**src/rtl/multi_ch_timebase.sv**
```systemverilog
// Shared prescaler producing a one-cycle base_tick, plus NUM_CH independent
// down-counting channel timers with gate, one-shot/periodic mode and done pulse.
module multi_ch_timebase #(
    parameter int CLK_DIV = 50_000_000,
    parameter int NUM_CH  = 4,
    parameter int CNT_W   = 8
) (
    input  logic                      clk,
    input  logic                      rst,
    input  logic [NUM_CH-1:0]         ch_start,
    input  logic [NUM_CH-1:0]         ch_stop,
    input  logic [NUM_CH-1:0]         ch_gate,
    input  logic [NUM_CH-1:0]         ch_mode,
    input  logic [NUM_CH*CNT_W-1:0]   ch_period,
    output logic                      base_tick,
    output logic [NUM_CH-1:0]         ch_busy,
    output logic [NUM_CH-1:0]         ch_done,
    output logic [NUM_CH*CNT_W-1:0]   ch_remain
);

    localparam int PS_W = (CLK_DIV > 1) ? $clog2(CLK_DIV) : 1;
    localparam logic [PS_W-1:0] PS_LAST = PS_W'(CLK_DIV - 1);
    localparam logic [CNT_W-1:0] ONE = CNT_W'(1);

    typedef enum logic {
        ST_IDLE = 1'b0,
        ST_RUN  = 1'b1
    } ch_state_e;

    logic [PS_W-1:0]   ps_cnt_q, ps_cnt_d;
    logic              base_tick_q, base_tick_d;

    ch_state_e         state_q  [NUM_CH];
    ch_state_e         state_d  [NUM_CH];
    logic [CNT_W-1:0]  remain_q [NUM_CH];
    logic [CNT_W-1:0]  remain_d [NUM_CH];
    logic [CNT_W-1:0]  period_q [NUM_CH];
    logic [CNT_W-1:0]  period_d [NUM_CH];
    logic [NUM_CH-1:0] mode_q, mode_d;
    logic [NUM_CH-1:0] done_q, done_d;

    // Prescaler: the tick is registered, so it appears the cycle after the
    // counter sits at CLK_DIV-1, giving exactly CLK_DIV cycles between pulses.
    always_comb begin
        ps_cnt_d    = ps_cnt_q + PS_W'(1);
        base_tick_d = 1'b0;
        if (ps_cnt_q == PS_LAST) begin
            ps_cnt_d    = '0;
            base_tick_d = 1'b1;
        end
    end

    always_ff @(posedge clk or posedge rst) begin
        if (rst) begin
            ps_cnt_q    <= '0;
            base_tick_q <= 1'b0;
        end else begin
            ps_cnt_q    <= ps_cnt_d;
            base_tick_q <= base_tick_d;
        end
    end

    // Channel next-state: stop beats start beats tick, so a stop or restart
    // landing on the expiry cycle swallows that channel's done pulse.
    always_comb begin
        done_d = '0;
        mode_d = mode_q;
        for (int i = 0; i < NUM_CH; i++) begin
            state_d[i]  = state_q[i];
            remain_d[i] = remain_q[i];
            period_d[i] = period_q[i];
            if (ch_stop[i]) begin
                state_d[i]  = ST_IDLE;
                remain_d[i] = '0;
            end else if (ch_start[i]) begin
                period_d[i] = ch_period[i*CNT_W +: CNT_W];
                mode_d[i]   = ch_mode[i];
                if (ch_period[i*CNT_W +: CNT_W] == '0) begin
                    // Zero-length timer expires immediately.
                    state_d[i]  = ST_IDLE;
                    remain_d[i] = '0;
                    done_d[i]   = 1'b1;
                end else begin
                    state_d[i]  = ST_RUN;
                    remain_d[i] = ch_period[i*CNT_W +: CNT_W];
                end
            end else if (state_q[i] == ST_RUN && base_tick_q && ch_gate[i]) begin
                if (remain_q[i] == ONE) begin
                    done_d[i] = 1'b1;
                    if (mode_q[i]) begin
                        remain_d[i] = period_q[i];
                    end else begin
                        state_d[i]  = ST_IDLE;
                        remain_d[i] = '0;
                    end
                end else begin
                    remain_d[i] = remain_q[i] - ONE;
                end
            end
        end
    end

    always_ff @(posedge clk or posedge rst) begin
        if (rst) begin
            mode_q <= '0;
            done_q <= '0;
            for (int i = 0; i < NUM_CH; i++) begin
                state_q[i]  <= ST_IDLE;
                remain_q[i] <= '0;
                period_q[i] <= '0;
            end
        end else begin
            mode_q <= mode_d;
            done_q <= done_d;
            for (int i = 0; i < NUM_CH; i++) begin
                state_q[i]  <= state_d[i];
                remain_q[i] <= remain_d[i];
                period_q[i] <= period_d[i];
            end
        end
    end

    always_comb begin
        ch_busy   = '0;
        ch_remain = '0;
        for (int i = 0; i < NUM_CH; i++) begin
            ch_busy[i]                   = (state_q[i] == ST_RUN);
            ch_remain[i*CNT_W +: CNT_W]  = remain_q[i];
        end
    end

    assign base_tick = base_tick_q;
    assign ch_done   = done_q;

endmodule
```
**config.mk**
```make
export PLATFORM = sky130hd
export DESIGN_NAME = multi_ch_timebase
export DESIGN_NICKNAME = d
export VERILOG_FILES = /design/src/rtl/multi_ch_timebase.sv
export SDC_FILE = /design/constraint.sdc
export NUM_CORES = 1
export LEC_CHECK = 0
export CORE_MARGIN = 5
export CORE_UTILIZATION = 35
export CTS_CLUSTER_DIAMETER = 150
export DETAILED_ROUTE_END_ITERATION = 8
export GPL_TIMING_DRIVEN = 0
export SYNTH_ARGS = -nofsm -noshare
export SYNTH_HDL_FRONTEND = slang
export SYNTH_SLANG_ARGS = --single-unit
```
**constraint.sdc**
```tcl
create_clock -name clk -period 3.79 [get_ports clk]
set_clock_uncertainty 0.1 [all_clocks]
set_input_delay 0.758 -clock clk [delete_from_list [all_inputs] [get_ports clk]]
set_output_delay 0.758 -clock clk [all_outputs]
set_load 0.1 [all_outputs]
```
==> insert_results.sql <==
INSERT INTO impl_metrics (metric_group, metric, value, unit) VALUES
('status', 'result_of_the_run', 'completed', ''),
('floorplanning', 'die_width', '138.6', 'um'),
('synth', 'synth_top_cell_by_area', 'dfrtp_1', ''),
('clock_tree', 'longest_clk_path_bufs', '2', ''),
('global_route', 'grt_usage', '0.1598', ''),
('timing', 'fin_crit', '2.984', 'ns'),
('timing', 'worst_slew_margin_rel', '0.1376', ''),
('setup_path', 'critPathBufInv', '1', ''),
('clock_tree', 'clock_latency_of_the_later_clocked_register_in_the_worst_skew_pair', '0.35', 'ns'),
('synth', 'post-synth-top-area-fraction', '0.4450', ''),
('floorplanning', 'placement_rows', '47', ''),
('clock_tree', 'path_clk_slew', '0.07', 'ns'),
('power_and_ir_drop', 'p_total', '2.727', 'mW'),
('global_route', 'number_of_global_route_vias_before_repair', '4973', ''),
('final_layout', 'seq_area', '2577', 'um2'),
('clock_tree', 'ctsResizeCount', '0', ''),
('global_route', 'grt.overflow.total', '0', ''),
('timing', 'layout_worst_path_cycle_share', '0.7874', ''),
('floorplanning', 'floorplan.core_area', '16410', 'um2'),
('final_layout', 'post_layout_nonfiller_instances', '923', ''),
('setup_path', 'worst_path_dominant_cell_family', 'buffers and inverters', ''),
('global_route', 'grt_antenna_before_repair', '0', ''),
('drt', 'wl_per_cell', '16.76', 'um'),
('synth', 'sequential_to_total_area_share_from_yosys_stat', '0.4450', ''),
('timing', 'final-max-slew-violation-count', '0', ''),
('drt', 'antenna_violating_nets_post_route', '0', ''),
('setup_path', 'critPathMaxStageDelay', '1.21', 'ns'),
('hold_path', 'hold_class', 'reg -> reg', ''),
('power_and_ir_drop', 'power.internal', '1.846', 'mW'),
('power_and_ir_drop', 'power.switching', '0.8808', 'mW'),
('timing', 'hold_viol', '0', ''),
('timing', 'timing.final.ws_setup', '0.8058', 'ns'),
('placement', 'port_buffers', '87', ''),
('power_and_ir_drop', 'p_per_area', '377.4', 'nW/um2'),
('synth', 'synth.ff_latch_count', '103', ''),
('clock_tree', 'cts_root_buf', 'clkbuf_16', ''),
('synth', 'async_reset_ff_frac', '1.000', ''),
('setup_path', 'critical_path_data_arrival_time', '2.13', 'ns'),
('drt', 'wire_length_reported_by_the_detailed_router', '15470', 'um'),
('drt', 'drt-initial-drc-count', '441', ''),
('synth', 'synth_area_per_cell', '9.653', 'um2'),
('placement', 'dpl_worst_slack', '0.9991', 'ns'),
('synth', 'yosysWarningCount', '0', ''),
('clock_tree', 'numCtsBuffers', '9', ''),
('timing', 'clock.fmax', '335.1', 'MHz'),
('floorplanning', 'starting_density_of_the_core', '0.3530', ''),
('power_and_ir_drop', 'seqPwrFrac', '0.458', ''),
('setup_path', 'end_kind', 'output port', ''),
('power_and_ir_drop', 'clock_power_share', '0.312', ''),
('synth', 'dominantRegCellSynth', 'dfrtp_1', ''),
('timing', 'worst_slew_pin_slew', '1.282', 'ns'),
('placement', 'detailedPlacementHpwl', '11270', 'um'),
('placement', 'routabilityCongestion', '0.9187', ''),
('final_layout', 'area_growth_syn_to_layout', '24.76', '%'),
('setup_path', 'critical_path_peak_fanout', '9', ''),
('drt', 'detailroute.via_count', '5207', ''),
('final_layout', 'n_fill_cell', '1554', ''),
('timing', 'unrepaired_setup_endpoints_after_global_routing', 'false', ''),
('drt', 'viasPerCell', '5.641', ''),
('final_layout', 'antenna-diode-count', '0', ''),
('power_and_ir_drop', 'ir_drop', '0.0002156', 'V'),
('power_and_ir_drop', 'sw_frac_of_total', '0.3230', ''),
('clock_tree', 'cts-hold-fix-buffers', '0', ''),
('timing', 'final-setup-viol-count', '0', ''),
('synth', 'netlist-cell-type-count', '66', ''),
('drt', 'drc_errors', '0', ''),
('final_layout', 'footprint_of_the_multi_input_gates', '2962', 'um2'),
('clock_tree', 'cts_tree', 'built', ''),
('floorplanning', 'num_io_pins', '91', ''),
('setup_path', 'cp-start-kind', 'flip-flop', ''),
('synth', 'yosys.cell_count.top_type', 'dfrtp_1', '');
==> kinds of logic (layout without fill, tap and decap cells) <==
| kind of cell | after synthesis | after routing | share of synthesized area |
|---|---|---|---|
| and+or+nand+nor | 210 | 210 | 0.2031 |
| AOI/OAI and AO/OA | 158 | 158 | 0.1903 |
| DFF | 103 | 103 | 0.4450 |
| buffers and inverters | 64 | 167 | 0.04364 |
| muxes | 34 | 34 | 0.06524 |
| xor gates and xnor gates | 22 | 22 | 0.03327 |
| adders and majority gates | 9 | 9 | 0.01944 |
==> final timing paths <==
path                         startpoint            end  slack (ns)  cells after the start
max reg2reg                ch_remain[9]  ch_remain[11]        1.16                      6
min in group asynchronous           rst     ch_done[1]        0.69                      2
max                           base_tick      base_tick        0.81                      1
min reg2reg                 ps_cnt_q[4]    ps_cnt_q[4]        0.40                      1
min                         ps_cnt_q[4]    ps_cnt_q[4]        0.40                      1
max in group asynchronous           rst   ch_remain[2]        2.20                      3
==> layer usage <==
layer	track usage	routed length, um	up-vias
li1	-	-	2455
met1	0.2264	7057	2550
met2	0.2505	7331	185
met3	0.02586	850	17
met4	0.05252	228	0
met5	0	0	-
==> cell type report <==
class / count / area share
Clock buffer: 12 / 0.03273
Sequential cell: 103 / 0.3567
Clock inverter: 3 / 0.002944
Timing Repair Buffer: 88 / 0.1243
Inverter: 31 / 0.01645
Tap cell: 220 / 0.03810
Multi-Input combinational cell: 433 / 0.4099
Buffer: 33 / 0.01887
==> metrics by stage <==
| step | util | TNS (ns) | area, um2 |
|---|---|---|---|
| after floorplan | - | 0 | 5792 |
| after CTS | 0.4404 | 0 | 7226 |
| after global routing | 0.4404 | 0 | 7226 |
| after global placement | 0.4229 | -142.55 | 6938 |
| final | 0.4404 | 0 | 7226 |
| after detailed placement | 0.4247 | 0 | 6968 |
==> placed cells by master (no fill, tap or decap), types with 5 or more instances in the layout <==
cell | Yosys | final
and3_1 | 8 | 8
dfrtp_1 | 103 | 103
nor2b_1 | 8 | 8
xnor2_1 | 9 | 9
or4_1 | 15 | 15
or3_1 | 6 | 6
nand4_1 | 11 | 11
inv_1 | 31 | 30
nor2_1 | 31 | 31
nand2_1 | 45 | 45
clkbuf_16 | 0 | 9
clkdlybuf4s50_1 | 0 | 87
nor4_1 | 13 | 13
nor3_1 | 20 | 20
o211ai_1 | 7 | 7
ha_1 | 9 | 9
xor2_1 | 13 | 13
nor3b_1 | 5 | 5
and2_1 | 7 | 7
mux2_2 | 30 | 30
o21ai_0 | 26 | 26
clkbuf_1 | 27 | 30
o31a_1 | 7 | 7
a31oi_1 | 8 | 8
a211oi_1 | 6 | 6
nand3_1 | 19 | 19
a2111oi_0 | 6 | 6
a21oi_1 | 33 | 33
o31ai_1 | 12 | 12
a311oi_1 | 11 | 11
==> registers in the layout (all words and copies together) (netlist names) <==
name / count
ch_remain: 32
period_q: 32
ps_cnt_q: 26
ch_busy: 4
ch_done: 4
mode_q: 4
base_tick: 1
==> power groups by stage <==
stage | Sequential (mW) | Combinational [mW] | Clock [mW]
2_1_floorplan | 1.43 | 0.264 | 0
3_3_place_gp | 1.27 | 0.617 | 0
3_5_place_dp | 1.27 | 0.626 | 0
4_1_cts | 1.25 | 0.629 | 0.885
5_1_grt | 1.26 | 0.671 | 0.925
6_report | 1.25 | 0.628 | 0.851
Power figures use the tool's default switching activity.
